[config.mk]
export PLATFORM = sky130hd
export DESIGN_NAME = ram_bist_seq_36
export DESIGN_NICKNAME = d
export VERILOG_FILES = /design/src/rtl/ram_bist_seq_36.sv
export SDC_FILE = /design/constraint.sdc
export NUM_CORES = 1
export LEC_CHECK = 0
export CAP_MARGIN = 0
export CORE_MARGIN = 8
export CORE_UTILIZATION = 31
export DETAILED_ROUTE_END_ITERATION = 8
export SKIP_CTS_REPAIR_TIMING = 1
export SLEW_MARGIN = 20
export SYNTH_ARGS = -nofsm -noshare
export SYNTH_HDL_FRONTEND = slang
export SYNTH_SLANG_ARGS = --single-unit
[constraint.sdc]
create_clock -name clk -period 6.53 [get_ports clk]
set_clock_uncertainty 0.2 [all_clocks]
set_input_delay 1.306 -clock clk [delete_from_list [all_inputs] [get_ports clk]]
set_output_delay 1.306 -clock clk [all_outputs]
set_load 0.02 [all_outputs]
[src/rtl/ram_bist_seq_36.sv]
// BIST sequencer for a 1K x 36 RAM port with byte enables and a registered output stage.
// Runs one write pass and one read-compare pass, then reports pass/fail, error count and first failing address.
module ram_bist_seq_36 #(
    parameter int LAST_ADDR = 1023,
    parameter int RD_LAT    = 2
) (
    input  logic        clk,
    input  logic        rst,
    input  logic        start,
    input  logic [5:0]  seed,
    output logic [9:0]  ram_addr,
    output logic [35:0] ram_din,
    output logic        ram_we,
    output logic [1:0]  ram_be,
    output logic        ram_out_enable,
    input  logic [35:0] ram_dout,
    output logic        busy,
    output logic        done,
    output logic        pass,
    output logic [10:0] err_cnt,
    output logic [9:0]  fail_addr
);

    localparam logic [9:0]    LAST       = 10'(LAST_ADDR);
    localparam int            DW         = (RD_LAT > 1) ? $clog2(RD_LAT) : 1;
    localparam logic [DW-1:0] DRAIN_LAST = DW'(RD_LAT - 1);
    localparam logic [10:0]   ERR_MAX    = 11'h7FF;

    typedef enum logic [2:0] {
        IDLE  = 3'd0,
        WRITE = 3'd1,
        READ  = 3'd2,
        DRAIN = 3'd3,
        DONE  = 3'd4
    } state_t;

    function automatic logic [35:0] pat(input logic [9:0] a, input logic [5:0] s);
        return {a, ~a, a, s};
    endfunction

    state_t         state_q, state_d;
    logic [DW-1:0]  drain_q, drain_d;
    logic [5:0]     seed_q, seed_d;
    logic [9:0]     addr_d;
    logic [35:0]    din_d;
    logic           we_d, oe_d, busy_d, done_d, pass_d;
    logic [1:0]     be_d;
    logic [10:0]    err_d;
    logic [9:0]     fail_d;
    logic           mismatch;

    // Read-address pipeline, aligned so the last stage meets the matching ram_dout.
    logic [RD_LAT-1:0] pipe_v;
    logic [9:0]        pipe_a [RD_LAT];

    always_ff @(posedge clk) begin
        if (rst) begin
            pipe_v <= '0;
        end else begin
            pipe_v[0] <= (state_q == READ);
            for (int i = 1; i < RD_LAT; i++) begin
                pipe_v[i] <= pipe_v[i-1];
            end
        end
    end

    always_ff @(posedge clk) begin
        pipe_a[0] <= ram_addr;
        for (int i = 1; i < RD_LAT; i++) begin
            pipe_a[i] <= pipe_a[i-1];
        end
    end

    assign mismatch = pipe_v[RD_LAT-1] && (ram_dout != pat(pipe_a[RD_LAT-1], seed_q));

    always_comb begin
        state_d = state_q;
        drain_d = drain_q;
        seed_d  = seed_q;
        addr_d  = ram_addr;
        din_d   = '0;
        we_d    = 1'b0;
        be_d    = 2'b00;
        oe_d    = 1'b0;
        busy_d  = busy;
        done_d  = done;
        pass_d  = pass;
        err_d   = err_cnt;
        fail_d  = fail_addr;

        if (mismatch) begin
            if (err_cnt != ERR_MAX) begin
                err_d = err_cnt + 11'd1;
            end
            if (err_cnt == 11'd0) begin
                fail_d = pipe_a[RD_LAT-1];
            end
        end

        case (state_q)
            IDLE, DONE: begin
                addr_d = '0;
                if (start) begin
                    state_d = WRITE;
                    seed_d  = seed;
                    err_d   = '0;
                    fail_d  = '0;
                    pass_d  = 1'b0;
                    done_d  = 1'b0;
                    busy_d  = 1'b1;
                    we_d    = 1'b1;
                    be_d    = 2'b11;
                    din_d   = pat(10'd0, seed);
                end
            end
            WRITE: begin
                if (ram_addr == LAST) begin
                    // Read of address 0 follows the last write with no gap.
                    state_d = READ;
                    addr_d  = '0;
                    oe_d    = 1'b1;
                end else begin
                    addr_d = ram_addr + 10'd1;
                    we_d   = 1'b1;
                    be_d   = 2'b11;
                    din_d  = pat(ram_addr + 10'd1, seed_q);
                end
            end
            READ: begin
                oe_d = 1'b1;
                if (ram_addr == LAST) begin
                    state_d = DRAIN;
                    addr_d  = '0;
                    drain_d = '0;
                end else begin
                    addr_d = ram_addr + 10'd1;
                end
            end
            DRAIN: begin
                if (drain_q == DRAIN_LAST) begin
                    // err_d already includes the final compare of this cycle.
                    state_d = DONE;
                    busy_d  = 1'b0;
                    done_d  = 1'b1;
                    pass_d  = (err_d == 11'd0);
                end else begin
                    drain_d = drain_q + DW'(1);
                    oe_d    = 1'b1;
                end
            end
            default: begin
                state_d = IDLE;
                addr_d  = '0;
            end
        endcase
    end

    always_ff @(posedge clk) begin
        if (rst) begin
            state_q        <= IDLE;
            drain_q        <= '0;
            seed_q         <= '0;
            ram_addr       <= '0;
            ram_din        <= '0;
            ram_we         <= 1'b0;
            ram_be         <= 2'b00;
            ram_out_enable <= 1'b0;
            busy           <= 1'b0;
            done           <= 1'b0;
            pass           <= 1'b0;
            err_cnt        <= '0;
            fail_addr      <= '0;
        end else begin
            state_q        <= state_d;
            drain_q        <= drain_d;
            seed_q         <= seed_d;
            ram_addr       <= addr_d;
            ram_din        <= din_d;
            ram_we         <= we_d;
            ram_be         <= be_d;
            ram_out_enable <= oe_d;
            busy           <= busy_d;
            done           <= done_d;
            pass           <= pass_d;
            err_cnt        <= err_d;
            fail_addr      <= fail_d;
        end
    end

endmodule

# [After elaboration in Yosys (flattened, before gate mapping)]
# Memory sizes are Yosys's and may differ from the RTL's.
# Index checks and enable logic that the tools add are counted.
[totals] reg_bits=86 ram_bits=20 input_bits=45 output_inout_bits=74 wordCells=81 n_memories=1
[mem_list] memory="pipe_a" words=2 word_bits=10 read_ports=2 rd_ports_with_merged_regs=0 write_ports=2 line="54" rtl="logic [9:0] pipe_a [RD_LAT];"
[classes] addsub=3 n_eq_ne=11 muxes=38 bitwise=2 n_reduce_logical=12
[op_table] cell="36-bit one-hot mux with 2 select lines" count=1
[op_table] cell="10-bit two-way mux" count=5
[op_table] cell="11-bit two-way mux" count=4
[op_table] cell="36-bit two-way mux" count=1
[op_table] cell="36-bit inequality test" count=1
[op_table] cell="26-bit two-way mux" count=1
[op_table] cell="11-bit zero test" count=2
[op_table] cell="10-bit inverter" count=2
[op_table] cell="10-bit one-hot mux with 2 select lines" count=1
[op_table] cell="3-bit two-way mux" count=4
[op_table] cell="3-bit one-hot mux with 4 select lines" count=1
[op_table] cell="11-bit by 1-bit adder with 11-bit output, second input constant" count=1
[op_table] cell="1-bit two-way mux" count=11
[op_table] cell="11-bit inequality test, second input constant" count=1
[op_table] cell="10-bit by 1-bit adder with 10-bit output, second input constant" count=1
[op_table] cell="10-bit == test, second input constant" count=1
[op_table] cell="1-bit one-hot mux with 2 select lines" count=5
[op_table] cell="3-bit by 2-bit == test with 1-bit output, second input constant" count=2
[op_table] cell="2-bit inequality test, second input constant" count=3
[op_table] cell="2-bit two-way mux" count=2
[op_table] cell="2-bit one-hot mux with 2 select lines" count=1
[op_table] cell="2-bit AND reduction" count=2
[op_table] cell="4-bit AND reduction" count=1
[op_table] cell="2-bit nonzero test" count=2
[op_table] cell="other kinds (9)" count=10

# [Longest topological paths before layout]
# Gate-level depths: netlist (run 1).
# An unclocked memory read counts as a cell.
[logic_depth] ltp_word=8 depth_mapped=10 depth_no_buf=9

# [Worst setup path after synthesis (run 1)]
# Ideal clock, no wire load.
[synth_timing] kind="input port to flip-flop" from="input ram_dout[11]" to="register pass" setup_time_ns=0.084 arrival_time_ns=3.416 t_required_ns=6.246 path_slack_ns=2.829 stages=9 n_path_buf=1 cell_sequence="nor4b_2 -> o22ai_1 -> or4_1 -> o31a_1 -> and2_4 -> buf_6 -> a211o_1 -> a22o_1 -> o31ai_2"
[synth_between] elab_chain_cells=6
[synth_lines] item="start: declaration" line="16" rtl="input logic [35:0] ram_dout,"
[synth_lines] item="36-bit inequality test" line="74" rtl="assign mismatch = pipe_v[RD_LAT-1] && (ram_dout != pat(pipe_a[RD_LAT-1], seed_q));"
[synth_lines] item="1-bit logical AND" line="74"
[synth_lines] item="11-bit two-way mux" line="91" rtl="if (mismatch) begin"
[synth_lines] item="11-bit zero test" line="145" rtl="pass_d = (err_d == 11'd0);"
[synth_lines] item="1-bit two-way mux" line="140" rtl="if (drain_q == DRAIN_LAST) begin"
[synth_lines] item="1-bit one-hot mux with 2 select lines" line="100" rtl="case (state_q)"
[synth_lines] item="end signal: assignment" line="184" rtl="pass <= pass_d;"
[synth_lines] item="end: declaration" line="19" rtl="output logic pass,"
# Every way passes these cells. The select of a mux whose other input is x is not followed.
# A chain may end at the register's enable or synchronous reset.

# [Worst setup path after layout (run 1)]
# Ends and elaborated chain as after synthesis.

==> run summary, run 1 <==
outcome = finished, final reports clean
crit path max fanout = 11
Tot GR Track Use = 13.64%
FP Rows = 40
setup slack, reg-to-reg = 3530 ps
post-route DRC violation count = 0
number of global-route vias before repair = 3286
Synth area leader = dfxtp_1
# IOs = 119
first-pass GRT wire length = 17260 um
synthesized instance count = 409
worst slew pin tran = 848.7 ps
Clock Sinks = 94
CP required = 6590 ps
crit-path cells = clkdlybuf4s50_1, nor4b_2, o22ai_1, or4_1, o31a_1, and2_4, a211o_1, a22o_1, o31ai_2
First-pass DRT Iterations = 4
ANT cells = 0
cell area after layout = 5276 um2
Seq/Total Area, Yosys = 50.25%
post-synth top area share = 50.25%
Power Dens Cells = 236.9 nW/um2
First DRT Iteration DRCs = 143
Initial Util = 31.44%
FILL cells = 1186
RSZ-0062 raised after global routing = false
worst path bufs/invs = 1
GRT Residual Overflow = 0
f_max = 245.0 MHz
slowest library cell on the worst path = or4_1
top_reg_cell synth = dfxtp_1
Post-synth EDFFs = 0
Final Max Slew Viols = 0
max cap viols = 0
vias = 3162
initial antenna violation count = 0
vias per cell = 4.762
worst vdd ir = 0.1027 mV
final worst-path cycle share = 62.50%
setup violators final = 0
most common library cell in the layout ignoring fill and taps = clkdlybuf4s50_1
critical path type = input port to flop
dpl hpwl = 8109 um
leakage power = 2.064 nW
warnings from Yosys = 0
fin nets = 560
setup total negative slack = 0 ps
FF+latch count, synth = 94
Worst-path clk slew = 70 ps
Worst Hold Class = flop to flop
fin crit period = 4081 ps
asr flop ratio synth = 0%
clock root cell = clkbuf_16
ANT nets after route = 0
CP endpoint kind = flop
Post-Place Cell Area = 4970 um2
core footprint = 11910 um2
clk_lat worst skew = 340 ps
crit path DAT = 4140 ps
CTS tree = yes
CTS max path bufs = 2
max_slew headroom = 43.21%
CTS Buf Count = 9
share of layout cells above drive strength 1 = 4.449%
Port Buffer Count = 118
Distinct cells, synth = 44
most frequent cells in the layout = clkdlybuf4s50_1 (118), dfxtp_1 (94), nor2_1 (54)
Layout area overhead = 40.90%
Die H = 125.9 um
largest net degree at the start of global routing = 22
Worst path top cell family by delay = compound AO/OA/AOI/OAI gates
Final Hold Fails = 0
mean area per synthesized cell = 9.156 um2
die width = 125.9 um
DIE AREA = 15850 um2
Worst path max stage delay = 540 ps
final wirelength = 10800 um
syn nets = 457
largest cells by area after synthesis = dfxtp_1 (50%), nor2_1 (5.4%), xor2_1 (4.7%)
Post-Syn Area = 3745 um2
Setup crit start kind = input port
GP Congestion = 0.7740
htree depth = 3
DR WL/cell = 16.26 um
[per-stage QoR]
step / setup WS [ps] / hold WS (ps) / std cells / power [mW] / utilization (%)
floorplan: 2829 / 109.6 / 409 / 0.6620 / -
global placement: 2164 / 112.6 / 648 / 0.7268 / 41.72
detailed placement: 2087 / 112.1 / 648 / 0.7284 / 41.72
CTS: 2436 / 126.7 / 664 / 1.264 / 44.30
global route: 2279 / 133.9 / 664 / 1.294 / 44.30
finish: 2449 / 125.7 / 664 / 1.250 / 44.30
[layer usage]
layer  part of all wire (%)  wire, um  global-route usage (%)
met5                      0         0                       0
met4                    1.4       155                   5.166
met3                    6.1       662                   4.008
met2                     46      4958                   22.26
met1                     46      5020                   16.59
[synthesized netlist by cell type, types with 3 or more instances]
cell type  number
dfxtp_1        94
nor2_1         54
nand2_1        36
a21oi_1        32
xor2_1         20
clkbuf_1       15
mux2i_1        13
buf_4          12
and3_1         11
nand3_1        10
xnor2_1        10
nand2b_1        9
nand3b_1        9
nor3_1          9
nor2b_1         8
a22oi_1         7
inv_1           5
nand4_1         5
nor4_1          5
o21ai_0         5
nor3b_1         4
o22ai_1         4
and3b_1         3
ha_1            3
[registers in the layout (all words and copies together) (netlist names), 2 cells and up]
| signal | count |
|---|---|
| seed_q | 6 |
| pipe_a | 20 |
| err_cnt | 11 |
| fail_addr | 10 |
| pipe_v | 2 |
| ram_addr | 10 |
| ram_din | 26 |
| state_q | 3 |
[logic make-up after synthesis]
logic type / share of synthesized area, %
AND/OR/NAND/NOR: 23.05
flip-flops: 50.25
AO/OA/AOI/OAI: 10.36
buffers and inverters: 4.845
XOR/XNOR: 7.016
multiplexers: 3.475
adder cells (fa/ha/maj): 1.002
[worst paths after layout]
| path | endpoint | cells past startpoint | from |
|---|---|---|---|
| hold reg to reg | pipe_a[0][13] | 0 | pipe_a[0][3] |
| setup reg to reg | pass | 8 | pipe_a[0][16] |
| setup / recovery | pass | 9 | ram_dout[11] |
| hold / removal | pipe_a[0][13] | 0 | pipe_a[0][3] |
[area by class of cell]
cell class | instances | area (um2) | area share, %
well taps | 147 | 183.9 | 3.486
clock inverters | 5 | 63.81 | 1.209
inverters | 5 | 18.77 | 0.3557
flip-flops and latches | 94 | 1882 | 35.67
multi-input cells | 281 | 1682 | 31.87
clock buffers | 11 | 242.7 | 4.600
repair buffers | 121 | 1204 | 22.81
[worst register-to-register path, delay by kind of cell (launching register included)]
family          cells  cell delay (ps)
flops               1              420
compound gates      4             1210
xor+xnor            1              160
simple gates        3              930
[report_power, final]
part	internal, mW	switching, mW	total (mW)
sequential	0.587	0.00932	0.597
clock	0.311	0.226	0.536
combinational	0.0598	0.0572	0.117
(Power assumes the default switching activity.)
==> run 2: changes to the inputs <==
==> constraint.sdc (replaced) <==
create_clock -name clk -period 3.7 [get_ports clk]
set_clock_uncertainty 0.2 [all_clocks]
set_input_delay 0.74 -clock clk [delete_from_list [all_inputs] [get_ports clk]]
set_output_delay 0.74 -clock clk [all_outputs]
set_load 0.02 [all_outputs]
==> run summary, run 2 (synthesis results as in run 1) <==
outcome = finished, final reports clean
DIE AREA = 15850 um2
setup slack, reg-to-reg = 890 ps
FILL cells = 1174
most frequent cells in the layout = clkdlybuf4s50_1 (118), dfxtp_1 (94), nor2_1 (54)
Die H = 125.9 um
max_slew headroom = 45.27%
Clock Sinks = 94
clock share of power = 42.5%
Port Buffer Count = 118
CTS tree = yes
hold path depth = 0
fin crit period = 3312 ps
setup violators final = 0
initial antenna violation count = 0
clock root cell = clkbuf_16
core footprint = 11910 um2
Sw Pwr = 523.8 uW
CP required = 3760 ps
R2R depth = 8
Power Internal = 1.669 mW
FP Rows = 40
clk_lat worst skew = 350 ps
grt met1 use = 16.65%
vias per cell = 4.789
Initial Util = 31.44%
largest net degree at the start of global routing = 24
Worst-path clk slew = 70 ps
GRT Residual Overflow = 0
Comb pwr share = 9.5%
worst slew pin tran = 814.7 ps
CP endpoint kind = flop
Post-Place Worst Slack = -5.096 ps
Post-Place Cell Area = 5012 um2
Final Hold Fails = 0
GP Congestion = 0.7830
crit path max fanout = 2
ANT nets after route = 0
setup total negative slack = 0 ps
ANT cells = 0
die width = 125.9 um
share of layout cells above drive strength 1 = 5.374%
post-route DRC violation count = 0
GR Util met3 = 4.515%
biggest regs = ram_din x26, pipe_a x20, err_cnt x11
First-pass DRT Iterations = 4
fin nets = 564
Biggest register = ram_din
Power Dens Cells = 412.9 nW/um2
final worst-path cycle share = 89.51%
leakage power = 2.087 nW
DR WL/cell = 16.16 um
Hold Crit Start = pipe_a[0][1]
final total power = 2.193 mW
max reg flops = 26
crit path DAT = 3370 ps
critical path type = input port to flop
vias = 3199
first-pass GRT wire length = 17220 um
cell area after layout = 5310 um2
sw frac = 23.89%
reg-to-reg critical path endpoint = pass
worst vdd ir = 0.2013 mV
RSZ-0062 raised after global routing = false
First DRT Iteration DRCs = 265
final wirelength = 10790 um
Worst Hold Class = flop to flop
Tot GR Track Use = 13.76%
CTS max path bufs = 2
CTS Buf Count = 9
worst setup margin = 388.1 ps
worst flop-to-flop path startpoint = pipe_a[0][15]
Setup crit start kind = input port
Final Max Slew Viols = 0
met2 Resource Use GR = 21.56%
GRT busiest layer = met2
Hold Path End = pipe_a[0][11]
htree depth = 3
max cap viols = 0
f_max = 301.9 MHz
number of global-route vias before repair = 3254
# IOs = 119
sequential share of power = 48.0%
dpl hpwl = 8087 um
most common library cell in the layout ignoring fill and taps = clkdlybuf4s50_1
Layout area overhead = 41.80%
-- run 2: metrics by stage --
step | std cells | hold slack [ps] | util, %
floorplan | 409 | 109.6 | -
global placement | 652 | 114.8 | 42.08
detailed placement | 652 | 114.4 | 42.08
CTS | 668 | 130.0 | 44.58
global route | 668 | 139.0 | 44.58
finish | 668 | 128.9 | 44.58
-- run 2: power by group through the flow --
stage	sequential [mW]	clock [mW]	combinational, mW
after global placement	1.07	0	0.210
after floorplan	1.09	0	0.0751
after global routing	1.05	1.00	0.225
after detailed placement	1.07	0	0.212
after CTS	1.05	0.956	0.213
final	1.05	0.932	0.209
-- run 2: cell type report --
class | count | area (um2) | area share [%]
Timing Repair Buffer | 125 | 1246 | 23.47
Multi-Input combinational cell | 281 | 1682 | 31.67
Clock buffer | 9 | 225.2 | 4.241
Clock inverter | 7 | 72.57 | 1.367
Sequential cell | 94 | 1882 | 35.44
Inverter | 5 | 18.77 | 0.3534
Tap cell | 147 | 183.9 | 3.464
-- run 2: per-layer routing --
| layer | part of all wire, % | wire length [um] |
|---|---|---|
| met5 | 0 | 0 |
| met4 | 2.1 | 223 |
| met3 | 6.4 | 688 |
| met2 | 46 | 4911 |
| met1 | 46 | 4969 |
-- run 2: worst max-delay path by stage --
stage | from | to | slack [ps] | cells after the start
finish | ram_dout[11] | pass | 390 | 9
global route | ram_dout[11] | pass | 280 | 10
CTS | ram_dout[11] | pass | 370 | 9
detailed placement | ram_dout[11] | pass | -5 | 9
global placement | ram_dout[11] | pass | 90 | 9
floorplan | ram_dout[11] | pass | 570 | 9
-- run 2: critical path, stage by stage --
cell	delay, ps
clkdlybuf4s50_1	430
nor4b_2	290
o22ai_1	120
or4_1	550
o31a_1	340
and2_4	160
a211o_1	280
a22o_1	230
o31ai_2	240
